==> config.mk <==
export PLATFORM = sky130hd
export DESIGN_NAME = uart_tx_arbiter
export DESIGN_NICKNAME = d
export VERILOG_FILES = /design/src/rtl/uart_arb_pkg.sv /design/src/rtl/rr_select.sv /design/src/rtl/uart_tx_arbiter.sv
export SDC_FILE = /design/constraint.sdc
export NUM_CORES = 1
export LEC_CHECK = 0
export BUFFER_PORTS_ARGS = -buffer_cell sky130_fd_sc_hd__buf_2
export CAP_MARGIN = 20
export CORE_ASPECT_RATIO = 0.6
export CORE_UTILIZATION = 45
export CTS_CLUSTER_SIZE = 8
export DETAILED_ROUTE_END_ITERATION = 7
export PLACE_DENSITY_LB_ADDON = 0.05
export SETUP_SLACK_MARGIN = 0.3
export SLEW_MARGIN = 10
export SYNTH_ARGS = -nofsm -noshare
export SYNTH_HDL_FRONTEND = slang
export SYNTH_SLANG_ARGS = --single-unit
==> constraint.sdc <==
create_clock -name clk -period 2.4 [get_ports clk]
set_input_delay 0.24 -clock clk [delete_from_list [all_inputs] [get_ports clk]]
set_output_delay 0.24 -clock clk [all_outputs]
set_load 0.005 [all_outputs]
==> src/rtl/uart_arb_pkg.sv <==
// Shared types and helpers for the UART TX arbiter slice.
// Holds the FSM state enum, the requester limit and the round-robin pick.
package uart_arb_pkg;

  typedef enum logic {
    IDLE = 1'b0,
    LOCK = 1'b1
  } arb_state_t;

  localparam int N_REQ_MAX = 8;
  localparam int PTR_W     = $clog2(N_REQ_MAX);

  // First set bit of req at or after ptr, wrapping over N_REQ_MAX.
  // Unused upper bits of req must be zero, so wrapping over the
  // full width equals wrapping modulo the real requester count.
  function automatic logic [PTR_W-1:0] rr_next(
    input logic [PTR_W-1:0]     ptr,
    input logic [N_REQ_MAX-1:0] req
  );
    logic [PTR_W-1:0] idx;
    logic [PTR_W-1:0] sel;
    logic             found;
    sel   = ptr;
    found = 1'b0;
    for (int i = 0; i < N_REQ_MAX; i++) begin
      idx = ptr + PTR_W'(i);
      if (!found && req[idx]) begin
        sel   = idx;
        found = 1'b1;
      end
    end
    return sel;
  endfunction

endpackage

==> src/rtl/rr_select.sv <==
// Combinational round-robin selector, reusable for slot arbiters.
// In: rr_ptr, req_valid. Out: sel (winner index), any (some request).
module rr_select
  import uart_arb_pkg::*;
#(
  parameter int N_REQ = 4
) (
  input  logic [$clog2(N_REQ)-1:0] rr_ptr,
  input  logic [N_REQ-1:0]         req_valid,
  output logic [$clog2(N_REQ)-1:0] sel,
  output logic                     any
);

  localparam int W = $clog2(N_REQ);

  logic [N_REQ_MAX-1:0] req_pad;
  logic [PTR_W-1:0]     ptr_pad;

  always_comb begin
    req_pad            = '0;
    req_pad[N_REQ-1:0] = req_valid;
    ptr_pad            = '0;
    ptr_pad[W-1:0]     = rr_ptr;
  end

  assign sel = W'(rr_next(ptr_pad, req_pad));
  assign any = |req_valid;

endmodule

==> src/rtl/uart_tx_arbiter.sv <==
// Round-robin, packet-locked arbiter in front of a UART TX write port.
// Ports: clk, reset (async, active-low); req_valid/req_data/req_last/
// req_ready per requester; tx_full in; wr_uart, w_data to the UART;
// grant_id, busy, timeout_evt status.
module uart_tx_arbiter
  import uart_arb_pkg::*;
#(
  parameter int N_REQ       = 4,
  parameter int TIMEOUT_CYC = 1024
) (
  input  logic                     clk,
  input  logic                     reset,
  input  logic [N_REQ-1:0]         req_valid,
  input  logic [N_REQ*8-1:0]       req_data,
  input  logic [N_REQ-1:0]         req_last,
  output logic [N_REQ-1:0]         req_ready,
  input  logic                     tx_full,
  output logic                     wr_uart,
  output logic [7:0]               w_data,
  output logic [$clog2(N_REQ)-1:0] grant_id,
  output logic                     busy,
  output logic                     timeout_evt
);

  localparam int W  = $clog2(N_REQ);
  localparam int CW = (TIMEOUT_CYC > 0) ?
                      $clog2(TIMEOUT_CYC + 1) : 1;
  localparam bit TO_EN = (TIMEOUT_CYC != 0);
  localparam logic [W-1:0]  LAST_ID = W'(N_REQ - 1);
  localparam logic [CW-1:0] TO_VAL  = CW'(TIMEOUT_CYC);

  arb_state_t    state;
  logic [W-1:0]  rr_ptr;
  logic [W-1:0]  sel;
  logic [W-1:0]  ptr_inc;
  logic [CW-1:0] cnt;
  logic          any;
  logic          own_valid;
  logic          xfer;
  logic          expire;

  rr_select #(
    .N_REQ(N_REQ)
  ) u_sel (
    .rr_ptr   (rr_ptr),
    .req_valid(req_valid),
    .sel      (sel),
    .any      (any)
  );

  assign busy      = (state == LOCK);
  assign own_valid = req_valid[grant_id];
  assign xfer      = busy && own_valid && !tx_full;
  assign wr_uart   = xfer;
  assign ptr_inc   = (grant_id == LAST_ID) ?
                     '0 : grant_id + 1'b1;

  // A transfer in the expiry cycle keeps the grant.
  assign expire = TO_EN && busy && !xfer &&
                  (cnt == TO_VAL);

  always_comb begin
    req_ready = '0;
    if (busy && !tx_full) req_ready[grant_id] = 1'b1;
  end

  always_comb begin
    w_data = 8'h00;
    if (busy) w_data = req_data[8*int'(grant_id) +: 8];
  end

  always_ff @(posedge clk or negedge reset) begin
    if (!reset) begin
      state       <= IDLE;
      rr_ptr      <= '0;
      grant_id    <= '0;
      cnt         <= '0;
      timeout_evt <= 1'b0;
    end else begin
      timeout_evt <= 1'b0;
      unique case (state)
        IDLE: begin
          if (any) begin
            grant_id <= sel;
            cnt      <= '0;
            state    <= LOCK;
          end
        end
        LOCK: begin
          if (xfer) begin
            cnt <= '0;
            if (req_last[grant_id]) begin
              rr_ptr <= ptr_inc;
              state  <= IDLE;
            end
          end else if (expire) begin
            cnt         <= '0;
            rr_ptr      <= ptr_inc;
            timeout_evt <= 1'b1;
            state       <= IDLE;
          end else if (!own_valid && TO_EN) begin
            // tx_full stalls with valid high do not count
            cnt <= cnt + 1'b1;
          end
        end
        default: state <= IDLE;
      endcase
    end
  end

endmodule

==> results of run 1 <==
-- cells in the mapped netlist (all sizes together) (5+ instances only) --
| library cell | number |
|---|---|
| and2 | 12 |
| and3 | 5 |
| dfrtp | 17 |
| ha | 8 |
| inv | 8 |
| mux2 | 6 |
| mux4 | 11 |
| nand2 | 15 |
| nand2b | 5 |
| nor2 | 12 |
| o21ai | 9 |
| xor2 | 6 |
-- power breakdown --
| part | total (mW) | internal, mW | switching, mW |
|---|---|---|---|
| Clock | 0.220 | 0.115 | 0.104 |
| Sequential | 0.417 | 0.347 | 0.0701 |
| Combinational | 1.61 | 0.811 | 0.800 |
| Total | 2.25 | 1.27 | 0.974 |
-- per-layer routing --
| layer | up-vias | global-route usage [%] | part of all wire (%) |
|---|---|---|---|
| met5 | - | 0 | 0 |
| met4 | 0 | 4.44 | 1.9 |
| met3 | 10 | 6.10 | 6.4 |
| met2 | 56 | 37.7 | 44 |
| met1 | 702 | 29.0 | 48 |
| li1 | 727 | - | - |
-- cells by family after synthesis --
family | Yosys count | share of synthesized area [%]
flip-flops | 17 | 26.9
adder cells (fa/ha/maj) | 8 | 6.32
multiplexers | 21 | 22.4
buffers and inverters | 13 | 3.71
AO/OA/AOI/OAI | 21 | 10.1
AND/OR/NAND/NOR | 75 | 26.7
XOR/XNOR | 7 | 3.87
-- critical path, cell delays in order (launching register included) --
cell and delay (ps):
dfrtp_1 400, inv_4 50, ha_4 330, mux2_4 330, a22oi_1 290, o221ai_2 170
a21oi_2 150, nor3_1 60, o41ai_1 380
-- layout by cell type (no fill, tap or decap), drive strengths merged, types with 2 or more instances in the layout --
master and instances:
o21ai 9, ha 8, nor4 3, nor2 12
mux4 11, and3 5, xor2 6, nor2b 3
dfrtp 17, mux2i 4, mux2 6, clkbuf 3
a22oi 2, a21oi 2, inv 8, nor4b 3
and2 12, nand3 2, buf 66, nand2 15
nand3b 3, nand4 4, nand2b 5, nor3 2
-- worst max-delay path by stage --
stage / startpoint / end / slack [ps] / cells after the start
after floorplan: rr_ptr[0] / grant_id[1] / 110 / 10
after global placement: rr_ptr[0] / grant_id[1] / 290 / 6
after detailed placement: rr_ptr[1] / grant_id[1] / 210 / 7
after CTS: rr_ptr[1] / grant_id[1] / 240 / 6
after global routing: rr_ptr[0] / grant_id[1] / 40 / 8
final: rr_ptr[0] / grant_id[1] / 140 / 8
-- timing repair --
action / CTS / global route
pin swaps: 2 / 8
setup buffers: 0 / 3
hold endpoints to repair: 17 / 0
resized for setup: 2 / 9
hold buffers: 1 / 0
cloned: 0 / 0
endpoints found under the setup margin: 2 / 9
-- sequential cells by signal, summed over array words and instances, names as in the netlist --
name and flops:
busy 1, cnt 11, grant_id 2, rr_ptr 2, timeout_evt 1
-- metrics by stage --
step                      utilization (%)  instances  hold WS [ps]
after detailed placement             59.7        265           188
after global placement               59.7        265           179
final                                63.9        273           429
after global routing                 63.9        273           473
after CTS                            61.7        270           441
after floorplan                         -        162         -55.6
-- cell type report --
type	count	area (µm²)
Inverter	8	32.5
Fill cell	266	1190
Multi-Input combinational cell	132	1190
Clock inverter	1	5.00
Timing Repair Buffer	67	362
Clock buffer	3	41.3
Sequential cell	17	425
Tap cell	45	56.3
==> results_dict.tcl, run 1 <==
set metrics [dict create \
    rrSetupSlack_ps 140 \
    async_flop_share_pct 100 \
    finalWeightedCongestion 0.825 \
    synth-edff-count 0 \
    clk_latency_ps 260 \
    synth_largest_area_cell "dfrtp_1" \
    path_class "reg2reg" \
    drtAntennaViolNets 0 \
    io_pins 60 \
    rr_endpoint "grant_id[1]" \
    insertedDiodeCount 0 \
    synth_top_area_share_pct 26.9 \
    status "complete, no violations" \
    ys_ff_latch 17 \
    synthesis.area_um2 1580 \
    synth_warnings 0 \
    fin_tns_setup_ps 0 \
    clkTransAtPathRegs_ps 80 \
    worstSetupEndpointType "flop" \
    wl_per_cell_um 15.1 \
    period_minus_slack_ps 2260 \
    reg2reg_depth 8 \
    stdcell_area_um2 2110 \
    cap_viol_max_count 0 \
    reg2reg_from "rr_ptr[0]" \
    cts_buffer_depth 2 \
    die_x_um 78.6 \
    hpwl_um 3150 \
    seq_area_frac_synth_pct 26.9 \
    place.port_buffers 59 \
    via_count 1495 \
    clock_skew_ps 11.0 \
    critPathArrivalTime_ps 2410 \
    grt_pass1_wl_um 6250 \
    ir_drop_mv 0.835 \
    wl_um 4130 \
    drt_iter0_drc 45 \
    synth_area_leaders "dfrtp_1 (27%), mux4_2 (16%), ha_1 (6.3%)" \
    numCtsBuffers 3 \
    post_dp_cell_area_um2 1970 \
    ys_types 44 \
    first_global_vias 1378 \
    die_y_um 48.0 \
    setup_viol_count_final 0 \
    report.final.slew_viol_count 0 \
    required_ps 2550 \
    synth.avg_cell_area_um2 9.78 \
    core_area_um2 3300 \
    clock_sinks 17 \
    cp_max_fo 7 \
    die_area_um2 3770 \
    leakage_nw 0.985 \
    syn2layout_area_growth_pct 33.3 \
    antenna_found_initial 0 \
    overflow 0 \
    post-route-drc-count 0 \
    worstMarginPinSlew_ps 557 \
    start_util_pct 48.0 \
    relSlewSlack_pct 62.7 \
    ctsHtreeMaxLevel 1 \
    fin_nets 280 \
    syn-num-nets 213 \
    hold_viol_final 0 \
    drtPass1Iterations 4 \
    p_per_area_nw_per_um2 1060 \
    track_usage_pct 22.1 \
    max_freq_ghz 0.442 \
    viasPerCell 5.48 \
    drive_gt1_share_pct 43.9 \
    ys.flop_type "dfrtp_1" \
    min_period_over_period_pct 94.2 \
    min_path_type "in2async" \
    fin_ws_ps 140 \
    rsz0062_at_grt "yes" \
    cts_tree "done" \
    cp-start-kind "flop" \
    pre_cts_slack_ps 205 \
    row_count 16 \
    netlist_instances 162 \
    grt_max_degree 18 \
    clock-root-buffer "clkbuf_8" \
    power_mw 2.25 \
]
Power figures use the tool's default switching activity.
==> inputs of run 2 (changes only) <==
--- a/config.mk
+++ b/config.mk
@@ -7,10 +7,13 @@
 export LEC_CHECK = 0
 export BUFFER_PORTS_ARGS = -buffer_cell sky130_fd_sc_hd__buf_2
 export CAP_MARGIN = 20
+export CELL_PAD_IN_SITES_DETAIL_PLACEMENT = 1
+export CELL_PAD_IN_SITES_GLOBAL_PLACEMENT = 1
 export CORE_ASPECT_RATIO = 0.6
-export CORE_UTILIZATION = 45
+export CORE_UTILIZATION = 33
 export CTS_CLUSTER_SIZE = 8
 export DETAILED_ROUTE_END_ITERATION = 7
+export MAX_ROUTING_LAYER = met4
 export PLACE_DENSITY_LB_ADDON = 0.05
 export SETUP_SLACK_MARGIN = 0.3
 export SLEW_MARGIN = 10
==> run 2 against run 1 <==
Register-to-register slack better by 30 ps. Clock skew down 7.1 ps. Final cell count up 6.6%. Worst setup slack better by 26 ps. Critical endpoint unchanged. Highest routed layer is now met3.
==> results_dict.tcl, run 2 (same netlist as run 1, synthesis figures left out) <==
set metrics [dict create \
    path_cells "buf_4, ha_1, and2b_1, a22oi_2, nand3b_1, a21oi_2, nor3_1, o41ai_1" \
    drive_gt1_share_pct 46.9 \
    clock-root-buffer "clkbuf_8" \
    clock_sinks 17 \
    leakage_nw 0.991 \
    status "complete, no violations" \
    hold_viol_final 0 \
    p_per_area_nw_per_um2 1070 \
    rsz0062_at_grt "yes" \
    start_util_pct 34.5 \
    die_y_um 55.7 \
    setup_viol_count_final 0 \
    antenna_found_initial 0 \
    drtPass1Iterations 4 \
    clock_skew_ps 3.92 \
    wl_per_cell_um 16.0 \
    insertedDiodeCount 0 \
    max_freq_ghz 0.448 \
    row_count 19 \
    stdcell_area_um2 2170 \
    die_x_um 91.4 \
    overflow 0 \
    finalNonFillerCells 291 \
    worstSetupEndpointType "flop" \
    cp-start-kind "flop" \
    critical_path.max_stage_delay_ps 390 \
    p_int_mw 1.31 \
    cts_tree "done" \
    grt_pass1_wl_um 7650 \
    layout_common_cells "buf_2 (59), dfrtp_1 (16), nand2_1 (14)" \
    slowest_stage "dfrtp_1" \
    p_clk_share_pct 9.6 \
    fin_tns_setup_ps 0 \
    post-route-drc-count 0 \
    nFillCells 540 \
    fin_nets 280 \
    power_frac_seq_pct 18.0 \
    finalWeightedCongestion 0.846 \
    cts_buffer_depth 2 \
    cp_max_fo 14 \
    report.final.slew_viol_count 0 \
    die_area_um2 5090 \
    clkTransAtPathRegs_ps 70 \
    ctsHtreeMaxLevel 1 \
    worstMarginPinSlew_ps 659 \
    first_global_vias 1524 \
    via_count 1503 \
    critPathArrivalTime_ps 2370 \
    place.port_buffers 59 \
    period_minus_slack_ps 2230 \
    syn2layout_area_growth_pct 36.8 \
    post_dp_cell_area_um2 2000 \
    switching_share_pct 43.4 \
    cap_viol_max_count 0 \
    core_area_um2 4590 \
    ir_drop_mv 0.406 \
    min_path_type "in2async" \
    wl_um 4650 \
    top_register "cnt" \
    min_period_over_period_pct 93.1 \
    pwr-share-comb_pct 72.4 \
    hpwl_um 3800 \
    track_usage_pct 19.8 \
    path_class "reg2reg" \
    numCtsBuffers 3 \
    clk_latency_ps 260 \
    required_ps 2540 \
    final_common_cell "buf_2" \
    dp.cells 284 \
    largest_reg_flops 11 \
    drtAntennaViolNets 0 \
    reg_top3 "cnt: 11 flops, grant_id: 2 flops, rr_ptr: 2 flops" \
    viasPerCell 5.16 \
    switchingPower_mw 1.01 \
    io_pins 60 \
    drt_iter0_drc 55 \
    grt_max_degree 18 \
    relSlewSlack_pct 55.8 \
]
## run 2: layout make-up
cell class              count  area [µm²]  share of cell area [%]
clock buffers               3        41.3                    1.91
clock inverters             1        7.51                   0.346
inverters                   8        32.5                    1.50
multi-input cells         132        1220                    56.4
flip-flops and latches     17         427                    19.7
well taps                  63        78.8                    3.64
repair buffers             67         358                    16.5
## run 2: repair_timing
action	CTS	global route
endpoints found under the setup margin	4	9
hold endpoints to repair	17	0
hold buffers	1	0
setup buffers	1	1
resized for setup	8	9
pin swaps	6	3
## run 2: worst max-delay path, delay by kind of cell (launching register included)
kind | cells | cell delay, ps
simple gates | 3 | 440
buf+inv | 1 | 240
flops | 1 | 390
compound gates | 3 | 790
fa+ha+maj | 1 | 250
## run 2: power groups by stage
stage / Clock (mW) / Combinational (mW) / Sequential [mW]
final: 0.223 / 1.68 / 0.418
after global routing: 0.236 / 1.84 / 0.433
after floorplan: 0 / 1.08 / 0.431
after CTS: 0.228 / 1.59 / 0.417
after detailed placement: 0 / 1.52 / 0.420
after global placement: 0 / 1.50 / 0.415
## run 2: worst paths after layout
kind | end | cells past startpoint | from | slack (ps)
setup / recovery | grant_id[1] | 8 | rr_ptr[0] | 170
hold / removal | cnt[10] | 2 | reset | 460
setup reg to reg | grant_id[1] | 8 | rr_ptr[0] | 170
hold reg to reg | cnt[8] | 1 | cnt[8] | 540
max in group asynchronous | busy | 2 | reset | 1640
min in group clk | cnt[1] | 3 | tx_full | 490
## run 2: metal layers
layer	GRT usage, %	wire length (µm)
met5	-	0
met4	0.680	0
met3	5.33	340
met2	28.9	1930
met1	28.8	2380
## run 2: through the flow
step	hold slack, ps	total power, mW	util, %	setup slack (ps)
CTS	462	2.24	46.1	254
floorplan	-55.6	1.51	-	109
global placement	192	1.91	43.7	234
finish	459	2.32	47.2	166
detailed placement	194	1.94	43.7	168
global route	509	2.51	47.2	1.20
==> inputs of run 3 (changes only) <==
--- a/config.mk
+++ b/config.mk
@@ -10,7 +10,7 @@
 export CELL_PAD_IN_SITES_DETAIL_PLACEMENT = 1
 export CELL_PAD_IN_SITES_GLOBAL_PLACEMENT = 1
 export CORE_ASPECT_RATIO = 0.6
-export CORE_UTILIZATION = 33
+export CORE_UTILIZATION = 36
 export CTS_CLUSTER_SIZE = 8
 export DETAILED_ROUTE_END_ITERATION = 7
 export MAX_ROUTING_LAYER = met4
==> constraint.sdc (replaced) <==
create_clock -name clk -period 2.3 [get_ports clk]
set_input_delay 0.23 -clock clk [delete_from_list [all_inputs] [get_ports clk]]
set_output_delay 0.23 -clock clk [all_outputs]
set_load 0.005 [all_outputs]
==> run 3 against run 2 <==
Sequential power is essentially flat. Die area shrank 8.1%. Worst hold slack lost 35 ps. Routed wire length grew 7.4%. Clock power grew 3%. Critical path type unchanged.
==> results_dict.tcl, run 3 (same netlist as run 1, synthesis figures left out) <==
set metrics [dict create \
    final_common_cell "buf_2" \
    clk_latency_ps 250 \
    hpwl_um 4000 \
    worst-path-buf-inv 1 \
    reg2reg_depth 6 \
    critical_path.max_stage_delay_ps 580 \
    top_register "cnt" \
    cp-start-kind "flop" \
    rsz0062_at_grt "yes" \
    cap_viol_max_count 0 \
    leakage_nw 1.05 \
    overflow 0 \
    rrSetupSlack_ps 90 \
    whs_ps 424 \
    report.final.slew_viol_count 0 \
    cp_num_cells 6 \
    switchingPower_mw 1.14 \
    drtPass1Iterations 4 \
    min_path_type "in2async" \
    syn2layout_area_growth_pct 43.2 \
    slowest_stage "mux4_2" \
    finalNonFillerCells 295 \
    clock-root-buffer "clkbuf_8" \
    antenna_found_initial 0 \
    max_freq_ghz 0.452 \
    reg2reg_from "rr_ptr[0]" \
    period_minus_slack_ps 2210 \
    largest_reg_flops 11 \
    start_util_pct 38.0 \
    first_global_vias 1556 \
    numCtsBuffers 3 \
    fin_nets 287 \
    path_cells "inv_4, ha_4, mux4_2, a2111oi_4, nor3_2, o41ai_2" \
    drtAntennaViolNets 0 \
    cts_tree "done" \
    die_area_um2 4680 \
    row_count 18 \
    required_ps 2450 \
    min_period_over_period_pct 96.3 \
    io_pins 60 \
    wl_um 5000 \
    die_x_um 87.6 \
    clock_skew_ps 1.55 \
    drive_gt1_share_pct 52.3 \
    wl_per_cell_um 16.9 \
    p_per_area_nw_per_um2 1160 \
    viasPerCell 5.29 \
    clkTransAtPathRegs_ps 70 \
    p_int_mw 1.49 \
    clock_sinks 17 \
    post-route-drc-count 0 \
    hold_viol_final 0 \
    switching_share_pct 43.4 \
    cp_top_family "compound AO/OA/AOI/OAI gates" \
    nFillCells 486 \
    critPathArrivalTime_ps 2370 \
    relSlewSlack_pct 58.4 \
    pwr-share-comb_pct 75.3 \
    worstSetupEndpointType "flop" \
    ir_drop_mv 0.531 \
    ctsHtreeMaxLevel 1 \
    status "complete, no violations" \
    setup_viol_count_final 0 \
    dp.cells 282 \
    rr_endpoint "grant_id[1]" \
    place.port_buffers 59 \
    path_class "reg2reg" \
    power_frac_seq_pct 15.9 \
    cts_buffer_depth 2 \
    insertedDiodeCount 0 \
    die_y_um 53.4 \
    layout_common_cells "buf_2 (59), dfrtp_1 (17), nand2_1 (13), buf_4 (13), and2_1 (12)" \
    worstMarginPinSlew_ps 621 \
    cp_max_fo 7 \
    via_count 1561 \
    core_area_um2 4170 \
    track_usage_pct 23.7 \
    grt_max_degree 18 \
    drt_iter0_drc 45 \
    finalWeightedCongestion 0.837 \
    grt_pass1_wl_um 7890 \
    reg_top3 "cnt: 11 flops, grant_id: 2 flops, rr_ptr: 2 flops" \
    p_clk_share_pct 8.7 \
]
-- run 3: power by group through the flow --
stage,logic (mW),clock network [mW],registers (mW)
detailed placement,1.65,0,0.417
floorplan,1.12,0,0.450
global route,2.15,0.249,0.427
global placement,1.59,0,0.413
finish,1.98,0.230,0.419
CTS,1.81,0.241,0.413
-- run 3: worst max-delay path by stage --
stage                       end  slack, ps       from
floorplan           grant_id[1]          9  rr_ptr[0]
global placement    grant_id[0]        140  rr_ptr[0]
detailed placement  grant_id[1]         20  rr_ptr[1]
CTS                 grant_id[0]        120  rr_ptr[0]
global route        grant_id[1]        -20  rr_ptr[0]
finish              grant_id[1]         90  rr_ptr[0]
-- run 3: area by class of cell --
cell class,instances,area [µm²],area share [%]
multi-input cells,132,1270,55.9
inverters,8,32.5,1.43
repair buffers,74,418,18.4
flip-flops and latches,17,425,18.8
clock buffers,3,41.3,1.82
clock inverters,1,7.51,0.331
well taps,60,75.1,3.31
-- run 3: per-layer routing --
layer | global-route usage [%] | part of all wire (%) | up-vias | wire [µm]
li1 | - | - | 742 | -
met1 | 31.3 | 48 | 765 | 2380
met2 | 38.4 | 45 | 54 | 2270
met3 | 5.15 | 7.0 | 0 | 352
met4 | 3.01 | 0 | 0 | 0
met5 | - | 0 | - | 0
-- run 3: metrics by stage --
step           power (mW)  area (µm²)  setup TNS [ps]  setup slack (ps)  utilization (%)
6_report             2.63        2270               0              86.0             54.4
5_1_grt              2.83        2270           -23.0             -23.0             54.4
3_5_place_dp         2.06        2010               0              18.5             48.2
4_1_cts              2.46        2160               0               119             51.8
2_1_floorplan        1.57        1630               0              8.81                -
3_3_place_gp         2.00        2010               0               139             48.2
-- run 3: repair_timing --
action                     CTS  global route
gates resized for setup     13            18
hold buffers                 1             0
setup endpoints to repair    6            18
hold endpoints to repair    17             0
cloned                       0             0
pin swaps                    8             6
buffers inserted             4             4
